`config.mk`:
```
export PLATFORM = sky130hd
export DESIGN_NAME = ftoi_ext
export DESIGN_NICKNAME = d
export VERILOG_FILES = /design/src/rtl/ftoi_ext.sv
export SDC_FILE = /design/constraint.sdc
export NUM_CORES = 1
export LEC_CHECK = 0
export ABC_AREA = 1
export BUFFER_PORTS_ARGS = -buffer_cell sky130_fd_sc_hd__buf_2
export CAP_MARGIN = 30
export CORE_MARGIN = 8
export CORE_UTILIZATION = 61
export CTS_BUF_LIST = sky130_fd_sc_hd__clkbuf_4 sky130_fd_sc_hd__clkbuf_8 sky130_fd_sc_hd__clkbuf_16
export DETAILED_ROUTE_END_ITERATION = 12
export GPL_TIMING_DRIVEN = 0
export PLACE_DENSITY = 0.84
export SLEW_MARGIN = 5
export SYNTH_ARGS = -nofsm -noshare
export SYNTH_HDL_FRONTEND = slang
export SYNTH_SLANG_ARGS = --single-unit
export TNS_END_PERCENT = 50
```
`constraint.sdc`:
```
create_clock -name clk -period 4.5 [get_ports clk]
set_input_delay 0.9 -clock clk [delete_from_list [all_inputs] [get_ports clk]]
set_output_delay 0.9 -clock clk [all_outputs]
set_load 0.02 [all_outputs]
```
`src/rtl/ftoi_ext.sv`:
```
`default_nettype none
// ============================================================================
//  Module   : ftoi_ext
//  Purpose  : IEEE-754 binary32 to OUT_W-bit integer converter, signed or
//             unsigned, with five rounding modes, saturation and invalid /
//             inexact flags. Two-stage pipeline with valid/ready handshake.
//  Revision : 1.0 - initial release
// ----------------------------------------------------------------------------
//  Parameters
//    OUT_W      integer result width, 16..64
//  Ports
//    clk        sole clock, rising edge
//    reset      synchronous active-high reset
//    in_valid   op/rm/uns valid this cycle
//    in_ready   block accepts input this cycle
//    op         binary32 operand
//    rm         rounding mode: 0 RNE, 1 RTZ, 2 RDN, 3 RUP, 4 RMM, 5..7 RNE
//    uns        1 = unsigned result, 0 = two's-complement signed result
//    out_valid  result/flags valid
//    out_ready  consumer accepts result
//    result     converted integer
//    nv         invalid flag (NaN, infinity, out of range)
//    nx         inexact flag (discarded fraction nonzero and nv = 0)
// ============================================================================
module ftoi_ext #(
    parameter int OUT_W = 32
) (
    input  logic             clk,
    input  logic             reset,
    input  logic             in_valid,
    output logic             in_ready,
    input  logic [31:0]      op,
    input  logic [2:0]       rm,
    input  logic             uns,
    output logic             out_valid,
    input  logic             out_ready,
    output logic [OUT_W-1:0] result,
    output logic             nv,
    output logic             nx
);

    // Fixed-point working width: OUT_W+1 integer bits (one spare bit so that
    // a magnitude of exactly 2^OUT_W is still representable) plus 24
    // fraction bits (guard at bit 23, sticky from bits 22..0).
    localparam int c_FW = OUT_W + 25;

    localparam logic [2:0] c_RM_RTZ = 3'd1;
    localparam logic [2:0] c_RM_RDN = 3'd2;
    localparam logic [2:0] c_RM_RUP = 3'd3;
    localparam logic [2:0] c_RM_RMM = 3'd4;

    // Range limits expressed on the OUT_W+2 bit post-rounding magnitude.
    localparam logic [OUT_W+1:0] c_SMAX_MAG = {3'b000, {(OUT_W-1){1'b1}}};
    localparam logic [OUT_W+1:0] c_SMIN_MAG = {3'b001, {(OUT_W-1){1'b0}}};
    localparam logic [OUT_W+1:0] c_UMAX_MAG = {2'b00, {OUT_W{1'b1}}};

    localparam logic [OUT_W-1:0] c_SMAX = {1'b0, {(OUT_W-1){1'b1}}};
    localparam logic [OUT_W-1:0] c_SMIN = {1'b1, {(OUT_W-1){1'b0}}};
    localparam logic [OUT_W-1:0] c_ONES = {OUT_W{1'b1}};

    localparam logic signed [9:0] c_EXP_LIMIT = 10'(OUT_W);

    // ------------------------------------------------------------------
    // Handshake: the whole pipeline moves together.
    // ------------------------------------------------------------------
    logic w_advance;

    assign w_advance = ~out_valid | out_ready;
    assign in_ready  = w_advance;

    // ------------------------------------------------------------------
    // Stage 1 combinational: split the operand into integer part, guard
    // and sticky.
    // ------------------------------------------------------------------
    logic [7:0]         w_exp_fld;
    logic [22:0]        w_fra;
    logic [23:0]        w_mant;
    logic signed [9:0]  w_exp_unb;
    logic               w_is_zero_exp;
    logic               w_is_nan;
    logic               w_huge;
    logic               w_tiny;
    logic [6:0]         w_shamt;
    logic [c_FW-1:0]    w_fix;
    logic [OUT_W:0]     w_int;
    logic               w_guard;
    logic               w_sticky;

    assign w_exp_fld     = op[30:23];
    assign w_fra         = op[22:0];
    assign w_mant        = {1'b1, w_fra};
    assign w_exp_unb     = $signed({2'b00, w_exp_fld}) - 10'sd127;
    assign w_is_zero_exp = (w_exp_fld == 8'h00);
    assign w_is_nan      = (w_exp_fld == 8'hFF) && (w_fra != 23'd0);
    // Beyond OUT_W the integer part cannot fit even before rounding;
    // infinity and NaN (unbiased exponent 128) land here as well.
    assign w_huge        = (w_exp_unb > c_EXP_LIMIT);
    // Below 2^-1 the whole value is sticky only.
    assign w_tiny        = (w_exp_unb < -10'sd1);

    always_comb begin
        w_shamt  = '0;
        w_fix    = '0;
        w_int    = '0;
        w_guard  = 1'b0;
        w_sticky = 1'b0;
        if (w_is_zero_exp) begin
            // Zero and subnormals: magnitude 0, any fraction is sticky.
            w_sticky = |w_fra;
        end else if (w_huge) begin
            // Saturation is decided in stage 2 from the exponent alone.
            w_sticky = 1'b0;
        end else if (w_tiny) begin
            w_sticky = 1'b1;
        end else begin
            // Value = mant * 2^(E-23); with 24 fraction bits kept that is
            // mant << (E+1), where E+1 ranges over 0..OUT_W+1.
            w_shamt  = 7'(w_exp_unb + 10'sd1);
            w_fix    = {{(OUT_W+1){1'b0}}, w_mant} << w_shamt;
            w_int    = w_fix[c_FW-1:24];
            w_guard  = w_fix[23];
            w_sticky = |w_fix[22:0];
        end
    end

    // ------------------------------------------------------------------
    // Stage 1 registers
    // ------------------------------------------------------------------
    logic               r1_valid;
    logic               r1_sign;
    logic signed [9:0]  r1_exp;
    logic [OUT_W:0]     r1_int;
    logic               r1_guard;
    logic               r1_sticky;
    logic [2:0]         r1_rm;
    logic               r1_uns;
    logic               r1_nan;

    always_ff @(posedge clk) begin
        if (reset) begin
            r1_valid  <= 1'b0;
            r1_sign   <= 1'b0;
            r1_exp    <= '0;
            r1_int    <= '0;
            r1_guard  <= 1'b0;
            r1_sticky <= 1'b0;
            r1_rm     <= '0;
            r1_uns    <= 1'b0;
            r1_nan    <= 1'b0;
        end else if (w_advance) begin
            r1_valid  <= in_valid;
            r1_sign   <= op[31];
            r1_exp    <= w_exp_unb;
            r1_int    <= w_int;
            r1_guard  <= w_guard;
            r1_sticky <= w_sticky;
            r1_rm     <= rm;
            r1_uns    <= uns;
            r1_nan    <= w_is_nan;
        end
    end

    // ------------------------------------------------------------------
    // Stage 2 combinational: round, range-check, negate, saturate.
    // ------------------------------------------------------------------
    logic               w_inc;
    logic               w_inexact;
    logic               w_r1_huge;
    logic [OUT_W+1:0]   w_rnd;
    logic [OUT_W-1:0]   w_res;
    logic               w_nv;
    logic               w_nx;

    assign w_inexact = r1_guard | r1_sticky;
    assign w_r1_huge = (r1_exp > c_EXP_LIMIT);

    always_comb begin
        w_inc = 1'b0;
        case (r1_rm)
            c_RM_RTZ: w_inc = 1'b0;
            c_RM_RDN: w_inc = r1_sign & w_inexact;
            c_RM_RUP: w_inc = ~r1_sign & w_inexact;
            c_RM_RMM: w_inc = r1_guard;
            default:  w_inc = r1_guard & (r1_sticky | r1_int[0]);
        endcase
    end

    // Extra top bit keeps the carry out of rounding visible to the range
    // checks below.
    assign w_rnd = {1'b0, r1_int} + {{(OUT_W+1){1'b0}}, w_inc};

    always_comb begin
        w_res = '0;
        w_nv  = 1'b0;
        w_nx  = 1'b0;
        if (r1_nan) begin
            w_res = r1_uns ? c_ONES : c_SMAX;
            w_nv  = 1'b1;
        end else if (r1_uns) begin
            if (r1_sign) begin
                // Negative input: only a value that rounds to zero is legal.
                w_res = '0;
                if (w_r1_huge || (w_rnd != '0)) begin
                    w_nv = 1'b1;
                end else begin
                    w_nx = w_inexact;
                end
            end else if (w_r1_huge || (w_rnd > c_UMAX_MAG)) begin
                w_res = c_ONES;
                w_nv  = 1'b1;
            end else begin
                w_res = w_rnd[OUT_W-1:0];
                w_nx  = w_inexact;
            end
        end else begin
            if (r1_sign) begin
                if (w_r1_huge || (w_rnd > c_SMIN_MAG)) begin
                    w_res = c_SMIN;
                    w_nv  = 1'b1;
                end else begin
                    // A magnitude of exactly 2^(OUT_W-1) negates onto itself.
                    w_res = -w_rnd[OUT_W-1:0];
                    w_nx  = w_inexact;
                end
            end else if (w_r1_huge || (w_rnd > c_SMAX_MAG)) begin
                w_res = c_SMAX;
                w_nv  = 1'b1;
            end else begin
                w_res = w_rnd[OUT_W-1:0];
                w_nx  = w_inexact;
            end
        end
    end

    // ------------------------------------------------------------------
    // Stage 2 registers (outputs). Bubbles load zeros so an idle output
    // never shows stale data.
    // ------------------------------------------------------------------
    always_ff @(posedge clk) begin
        if (reset) begin
            out_valid <= 1'b0;
            result    <= '0;
            nv        <= 1'b0;
            nx        <= 1'b0;
        end else if (w_advance) begin
            out_valid <= r1_valid;
            result    <= r1_valid ? w_res : '0;
            nv        <= r1_valid & w_nv;
            nx        <= r1_valid & w_nx;
        end
    end

endmodule
`default_nettype wire

```
==> results of run 1 <==
==> power breakdown <==
part / total (uW) / internal (uW) / switching (uW)
Clock: 791 / 449 / 342
Sequential: 815 / 793 / 22.8
Combinational: 967 / 296 / 671
Total: 2570 / 1540 / 1040
==> area by class of cell <==
class	count	area, um2	area share [%]
sequential	86	1720	18.9
inverter	113	424	4.66
multi-input combinational	1196	5720	62.8
buffer	74	332	3.64
tap	176	220	2.42
clock inverter	6	67.6	0.742
clock buffer	10	239	2.63
timing repair buffer	75	378	4.15
==> through the flow <==
stage | utilization [%] | setup slack, ns
floorplan | - | 0.979
global placement | 66.4 | -0.260
CTS | 68.8 | 0.0161
detailed placement | 66.4 | -0.361
finish | 69.3 | 0.292
global route | 69.3 | 0.0874
==> sequential cells by signal (all words and copies together) (netlist names) <==
register   cells
result        32
r1_guard       1
r1_sign        1
r1_int        33
r1_exp         9
r1_sticky      1
r1_nan         1
r1_rm          3
out_valid      1
r1_valid       1
nv             1
nx             1
r1_uns         1
==> per-layer routing <==
layer  global-route usage (%)  part of all wire (%)
met4                     10.7                   2.7
met5                        0                     0
met3                     8.84                    12
met1                     43.6                    44
met2                     47.7                    41
==> how the worst max path moves through the flow <==
stage	depth (start not counted)	startpoint	slack, ns	end
after floorplan	23	r1_sign	0.98	result[11]
after global placement	22	r1_sign	-0.26	result[23]
after detailed placement	22	r1_sign	-0.36	result[29]
after CTS	22	r1_sign	0.02	result[23]
after global routing	25	r1_sign	0.09	result[11]
final	22	r1_sign	0.29	result[16]
==> cell usage in the layout (no fill, tap or decap), types with 4 or more instances in the layout <==
master	count
sky130_fd_sc_hd__nand2_1	569
sky130_fd_sc_hd__a21oi_1	125
sky130_fd_sc_hd__nor2_1	121
sky130_fd_sc_hd__o21ai_0	121
sky130_fd_sc_hd__inv_1	101
sky130_fd_sc_hd__buf_2	88
sky130_fd_sc_hd__dfxtp_1	85
sky130_fd_sc_hd__nand3_1	68
sky130_fd_sc_hd__clkbuf_1	48
sky130_fd_sc_hd__nand3b_1	21
sky130_fd_sc_hd__xor2_1	18
sky130_fd_sc_hd__nand4_1	17
sky130_fd_sc_hd__nor2_2	14
sky130_fd_sc_hd__nand2_2	11
sky130_fd_sc_hd__nor2_4	11
sky130_fd_sc_hd__o211ai_1	10
sky130_fd_sc_hd__nor3_1	9
sky130_fd_sc_hd__ha_1	9
sky130_fd_sc_hd__clkbuf_16	9
sky130_fd_sc_hd__xnor2_1	8
sky130_fd_sc_hd__nand3_2	8
sky130_fd_sc_hd__o22ai_1	7
sky130_fd_sc_hd__inv_2	7
sky130_fd_sc_hd__nor4_1	6
sky130_fd_sc_hd__o21ai_1	6
sky130_fd_sc_hd__clkinv_1	5
sky130_fd_sc_hd__buf_1	5
sky130_fd_sc_hd__mux2i_1	5
sky130_fd_sc_hd__a31oi_1	4
sky130_fd_sc_hd__a21oi_2	4
==> kinds of logic after synthesis <==
kind of cell | Yosys count | synth area share [%]
and+or+nand+nor | 866 | 45.8
AOI/OAI and AO/OA | 287 | 18.7
buffers and inverters | 187 | 9.21
DFF | 86 | 21.2
xor gates and xnor gates | 28 | 3.02
adders and majority gates | 10 | 1.54
muxes | 5 | 0.616
==> worst max-delay path: cells and delay by family (launching register included) <==
| family | cells | cell delay (ns) |
|---|---|---|
| AOI/OAI and AO/OA | 2 | 0.38 |
| xor gates and xnor gates | 2 | 0.32 |
| adders and majority gates | 2 | 0.55 |
| buffers and inverters | 3 | 0.64 |
| DFF | 1 | 0.39 |
| and+or+nand+nor | 13 | 1.87 |
==> repair_timing <==
action	CTS	global route
setup endpoints to repair	34	34
resized for setup	3	18
buffers inserted	1	0
pin swaps	1	1
==> reports/metrics.csv, run 1 <==
metric,value,unit
timing.setup.tns,0,ns
worstReg2RegStart,r1_sign,
worst_r2r_path_depth,22,
crit_path_start_kind,flop,
cp_slowest_cell,sky130_fd_sc_hd__dfxtp_2,
min_from,result[6],
placed_cell_area,8720,um2
run_status,finished clean,
ys_top_cells_by_area,"sky130_fd_sc_hd__nand2_1 26%, sky130_fd_sc_hd__dfxtp_1 21%, sky130_fd_sc_hd__a21oi_1 7.7%",
worstPathArrival,4.49,ns
post_route_cells_drive_above_1_share,11.6,%
max-cap-violations,0,
pin_count_of_the_biggest_net_entering_global_routing,16,
ys_types,46,
post-place-cells,1719,
i_o_pins,76,
die_h,131,um
worst_hold_path.endpoint,result[6],
num-fill-cells,1189,
end_kind,flop,
timing_worst_slew_pin_value,0.728,ns
initial_utilization,61.9,%
synth.most_common_cell,sky130_fd_sc_hd__nand2_1,
drt-initial-drc-count,1438,
slew_headroom,51.5,%
crit_path_frequent_cell,sky130_fd_sc_hd__nand2_1,
postSynthCellCount,1469,
final_max_tran_viols,0,
globalplace.congestion,1.01,
cts.sinks,86,
worst_skew_pair.late_latency,0.36,ns
fin_cells,1736,
finalCritPeriodShare,93.5,%
number_of_synthesized_flops_with_an_enable_pin,0,
timing.setup.critical_path_class,flop to flop,
routed_wire_length_per_instance,16.7,um
min_path_cells,2,
ys_top_cells_by_count,"569 x sky130_fd_sc_hd__nand2_1, 127 x sky130_fd_sc_hd__nor2_1, 125 x sky130_fd_sc_hd__a21oi_1",
cts_root_buffer,sky130_fd_sc_hd__clkbuf_16,
post-route-drc-count,0,
die_area,17300,um2
placementRows,42,
total_power,2570,uW
htree_num_levels,3,
rrSetupSlack,0.29,ns
yosysSeqAreaShare,21.2,%
post_synth_top_area_cell,sky130_fd_sc_hd__nand2_1,
synth_seq_cells,86,
grt_pass1_vias,9176,
holdCritPathClass,flop to flop,
postSynthAreaPerCell,5.53,um2
path_cells,buf_4 -> buf_4 -> xnor2_1 -> o41ai_2 -> ha_2 -> ha_1 -> nand2_1 -> nor2_4 -> nand3_1 -> nor2_2 -> xnor2_2 -> nand2_1 -> nor3_4 -> nand3_2 -> nand2_4 -> buf_6 -> nand3b_1 -> nand2_1 -> nand2_1 -> nand2_1 -> nand2_1 -> a21oi_1,
p_leak,0.00423,uW
finalHoldWorstSlack,0.461,ns
maximum_vdd_ir_drop,0.288,mV
cts_inserted_buffers,9,
dp_hpwl,22700,um
holdBufCountCts,0,
min_period,4.21,ns
ctsLongestPathBuffers,2,
timing_hold_violations_final,0,
regToRegEndpoint,result[16],
finalSetupViolations,0,
max_clock_freq,238,MHz
mappedNetlistArea,8130,um2
dr_total_vias,10300,
timing.critical_path.slowest_cell_delay,0.39,ns
global_routing_usage_summed_across_all_routing_layers,32.0,%
setup_repair_after_global_routing_missed_its_margin,false,
portBuffers,74,
postLayoutCellArea,9100,um2
worst_ep_required_time,4.79,ns
yosysTopAreaCellShare,26.3,%
fin_nets,1605,
die_x,131,um
wire_length_of_the_first_global_routing_pass,45400,um
yosysWarningCount,0,
drt.antenna.violating_nets,0,
synth_flop_cell,sky130_fd_sc_hd__dfxtp_1,
core,13100,um2
synth-async-reset-ratio,0,%
syn_nets,1519,
clock_tree_from_tritoncts,done,
crit_fanout,10,
antenna_violations_before_repair,0,
area_growth_syn_to_layout,12.0,%
finalClockSkew,0.00803,ns
vias_per_cell,5.91,
number_of_iterations_in_the_first_detailed_routing_pass,6,
path_clk_slew,0.07,ns
num_antenna_cells,0,
postRouteWirelength,28900,um
grt-ovfl-total,0,
powerDensity,283,nW/um2
Power figures use the tool's default switching activity.
==> inputs of run 2 (changes only) <==
--- a/config.mk
+++ b/config.mk
@@ -5,7 +5,6 @@
 export SDC_FILE = /design/constraint.sdc
 export NUM_CORES = 1
 export LEC_CHECK = 0
-export ABC_AREA = 1
 export BUFFER_PORTS_ARGS = -buffer_cell sky130_fd_sc_hd__buf_2
 export CAP_MARGIN = 30
 export CORE_MARGIN = 8
@@ -14,7 +13,7 @@
 export DETAILED_ROUTE_END_ITERATION = 12
 export GPL_TIMING_DRIVEN = 0
 export PLACE_DENSITY = 0.84
-export SLEW_MARGIN = 5
+export SLEW_MARGIN = 20
 export SYNTH_ARGS = -nofsm -noshare
 export SYNTH_HDL_FRONTEND = slang
 export SYNTH_SLANG_ARGS = --single-unit
==> constraint.sdc (replaced) <==
create_clock -name clk -period 4.5 [get_ports clk]
set_input_delay 0.9 -clock clk [delete_from_list [all_inputs] [get_ports clk]]
set_output_delay 0.9 -clock clk [all_outputs]
set_load 0.1 [all_outputs]
==> run 2 against run 1 <==
Compared with the run above: clock skew grew 0.0042 ns; global-route usage increased by 1.2 points; fmax shrank 3.7%; critical path type unchanged; clock power down 3.4%; non-clock buffer count rose by 16; first-iteration DRC count is 3.3% higher; routed wire length decreased by 2.6%; total power increased by 2.5%; via count shrank 13%.
==> reports/metrics.csv, run 2 <==
metric,value,unit,change
slew_headroom,28.4,%,-23 points
placementRows,40,,-4.8%
postSynthAreaPerCell,7.52,um2,+36%
finalClockSkew,0.0122,ns,+0.00419 ns
cts.sinks,86,,unchanged
crit_path_frequent_cell,sky130_fd_sc_hd__ha_4,,
run_status,finished clean,,
timing.setup.tns,0,ns,unchanged
i_o_pins,76,,unchanged
ys_types,83,,+80%
synth-async-reset-ratio,0,%,unchanged
min_period,4.37,ns,+0.161 ns
power.share.clock,29.0,%,-1.7 points
num_antenna_cells,0,,unchanged
min_from,result[1],,
globalplace.congestion,1.02,,+1.2%
regToRegEndpoint,result[19],,
drt.antenna.violating_nets,0,,unchanged
max_clock_freq,229,MHz,-3.7%
area_growth_syn_to_layout,15.9,%,
pin_count_of_the_biggest_net_entering_global_routing,19,,+3
yosysWarningCount,0,,unchanged
post_synth_top_area_cell,sky130_fd_sc_hd__dfxtp_1,,
postLayoutCellArea,8800,um2,-3.3%
worst_skew_pair.late_latency,0.36,ns,about the same
synth.most_common_cell,sky130_fd_sc_hd__nor2_1,,
final_max_tran_viols,0,,unchanged
timing_hold_violations_final,0,,unchanged
cp_slowest_cell,sky130_fd_sc_hd__or4b_1,,
largest_register_ffs,33,,unchanged
layout.core_utilization,73.0,%,+3.7 points
synth_flop_cell,sky130_fd_sc_hd__dfxtp_1,,
rrSetupSlack,0.13,ns,-0.16 ns
die_h,128,um,-2.9%
path_cells,buf_8 -> xnor2_1 -> nor3b_2 -> a21oi_1 -> nor2_1 -> ha_4 -> ha_1 -> inv_2 -> ha_4 -> or4b_1 -> o31ai_1 -> o21a_2 -> nand4_1 -> a2111oi_2 -> and4_1 -> buf_6 -> o21ai_4 -> a221o_1 -> a211oi_2,,
grt_pass1_vias,8006,,-13%
min_path_cells,2,,unchanged
global_routing_usage_summed_across_all_routing_layers,33.3,%,+1.2 points
core,12100,um2,-8.2%
die_area,16300,um2,-5.8%
wire_length_of_the_first_global_routing_pass,43100,um,-5.2%
post-route-drc-count,0,,unchanged
finalCritPeriodShare,97.1,%,+3.6 points
biggestRegsByFlops,"r1_int x33, result x32, r1_exp x9",,
synth_seq_cells,86,,unchanged
timing_worst_slew_pin_value,1.07,ns,+0.343 ns
timing.setup.critical_path_class,flop to flop,,
postRouteWirelength,28200,um,-2.6%
drt-initial-drc-count,1485,,+3.3%
grt-ovfl-total,0,,unchanged
crit_path_start_kind,flop,,
mostFrequentLayoutCell,sky130_fd_sc_hd__nor2_1,,
routed_wire_length_per_instance,22.0,um,+32%
maximum_vdd_ir_drop,0.297,mV,+3.1%
holdBufCountCts,0,,unchanged
power.switching,1110,uW,+6.9%
powerDensity,300,nW/um2,+6.0%
worst_hold_path.endpoint,result[1],,
num-fill-cells,1010,,-15%
cts_root_buffer,sky130_fd_sc_hd__clkbuf_16,,
initial_utilization,62.9,%,+1.1 points
worstPathArrival,4.66,ns,+0.17 ns
dr_total_vias,8923,,-13%
vias_per_cell,6.98,,+18%
worstReg2RegStart,r1_sign,,
combinationalPowerShare,40.2,%,+2.6 points
number_of_synthesized_flops_with_an_enable_pin,0,,unchanged
post_route_cells_drive_above_1_share,19.0,%,+7.4 points
number_of_iterations_in_the_first_detailed_routing_pass,6,,unchanged
portBuffers,74,,unchanged
end_kind,flop,,
placed_cell_area,8180,um2,-6.2%
syn_nets,1059,,-30%
postSynthCellCount,1009,,-31%
worst_r2r_path_depth,19,,-14%
crit_fanout,10,,unchanged
antenna_violations_before_repair,0,,unchanged
p_int,1530,uW,-0.43%
die_x,128,um,-2.9%
yosysTopAreaCellShare,22.7,%,-3.6 points
htree_num_levels,3,,unchanged
mappedNetlistArea,7590,um2,-6.6%
p_leak,0.00338,uW,-20%
timing.critical_path.slowest_cell_delay,0.46,ns,+0.07 ns
path_clk_slew,0.08,ns,about the same
commonest_cells_after_routing_fill_and_taps_aside,"124 x sky130_fd_sc_hd__nor2_1, 113 x sky130_fd_sc_hd__nand2_1, 88 x sky130_fd_sc_hd__buf_2, 85 x sky130_fd_sc_hd__dfxtp_1, 62 x sky130_fd_sc_hd__a21oi_1",,
swShare,42.0,%,+1.7 points
seq_power_share,30.8,%,-0.9 points
setup_slack,0.132,ns,-0.161 ns
pre_cts_ws,-1.10,ns,-0.741 ns
dp_hpwl,21200,um,-6.6%
fin_nets,1156,,-28%
yosysSeqAreaShare,22.7,%,+1.5 points
largest-register,r1_int,,
clock_tree_from_tritoncts,done,,
max-cap-violations,0,,unchanged
holdCritPathClass,flop to flop,,
cts_inserted_buffers,9,,unchanged
ctsLongestPathBuffers,2,,unchanged
ys_top_cells_by_area,"sky130_fd_sc_hd__dfxtp_1 23%, sky130_fd_sc_hd__nor2_1 6.2%, sky130_fd_sc_hd__mux4_2 5.9%",,
ys_top_cells_by_count,"126 x sky130_fd_sc_hd__nor2_1, 115 x sky130_fd_sc_hd__nand2_1, 86 x sky130_fd_sc_hd__dfxtp_1",,
worst_ep_required_time,4.79,ns,about the same
finalSetupViolations,0,,unchanged
==> run 2: changes by cell type after synthesis, moves of 28 or more <==
cell | previous run | this run
sky130_fd_sc_hd__nand3_1 | 68 | 28
sky130_fd_sc_hd__a21oi_1 | 125 | 66
sky130_fd_sc_hd__inv_1 | 101 | 16
sky130_fd_sc_hd__a22oi_1 | 0 | 32
sky130_fd_sc_hd__xnor2_1 | 9 | 37
sky130_fd_sc_hd__nand2_1 | 569 | 115
sky130_fd_sc_hd__o21ai_0 | 121 | 47
==> run 2: power groups by stage <==
stage	Combinational, uW	Sequential, uW	Clock, uW
6_report	1060	812	764
4_1_cts	980	811	766
2_1_floorplan	610	913	0
5_1_grt	1110	815	798
3_5_place_dp	961	826	0
3_3_place_gp	964	825	0
==> run 2: per-stage QoR <==
stage	hold slack (ns)	total power, uW	instances
after global routing	0.484	2720	1279
after detailed placement	0.442	1790	1252
after CTS	0.459	2560	1270
after global placement	0.436	1790	1251
final	0.458	2640	1279
after floorplan	0.432	1520	1009
==> run 2: worst max path at each step <==
stage | startpoint | to | slack, ns
CTS | op[23] | r1_sticky | 0.006
detailed placement | op[23] | r1_sticky | -1.10
global route | op[23] | r1_int[19] | -0.008
floorplan | r1_sign | result[19] | 0.20
finish | r1_sign | result[19] | 0.13
global placement | op[23] | r1_sticky | -1.08
==> run 2: what timing repair did <==
item                                    4_1_cts  5_1_grt
buffers inserted                              4        9
resized for setup                            21       32
pin swaps                                     2        7
endpoints found under the setup margin       69       58
==> run 2: cells by family (layout without fill, tap and decap cells) <==
| kind of cell | after synthesis | in the layout | share of synthesized area [%] |
|---|---|---|---|
| and+or+nand+nor | 410 | 410 | 26.1 |
| buffers and inverters | 95 | 197 | 5.22 |
| muxes | 52 | 52 | 10.3 |
| adders and majority gates | 10 | 10 | 1.65 |
| DFF | 86 | 86 | 22.7 |
| AOI/OAI and AO/OA | 292 | 292 | 26.6 |
| xor gates and xnor gates | 64 | 64 | 7.48 |
==> run 2: critical path: cells and delay by family, from the launching register on <==
kind / cells / cell delay [ns]
AOI/OAI and AO/OA: 7 / 1.42
and+or+nand+nor: 5 / 1.21
adders and majority gates: 3 / 0.64
buffers and inverters: 3 / 0.45
DFF: 1 / 0.43
xor gates and xnor gates: 1 / 0.09
==> run 2: cell type report <==
| type | instances | area (um2) | share of cell area [%] |
|---|---|---|---|
| multi-input cells | 828 | 5670 | 64.4 |
| inverters | 16 | 60.1 | 0.682 |
| clock inverters | 7 | 80.1 | 0.910 |
| plain buffers | 76 | 348 | 3.95 |
| flip-flops and latches | 86 | 1730 | 19.6 |
| well taps | 168 | 210 | 2.39 |
| clock buffers | 9 | 225 | 2.56 |
| repair buffers | 89 | 480 | 5.46 |
==> run 2: per-layer routing <==
layer	wire [um]	vias to the layer above	part of all wire [%]	GRT usage [%]
met5	0	-	0	0
met4	1070	0	3.8	13.4
met3	3770	126	13	8.15
met2	12100	688	43	50.6
met1	11200	4137	40	44.2
li1	-	3972	-	-
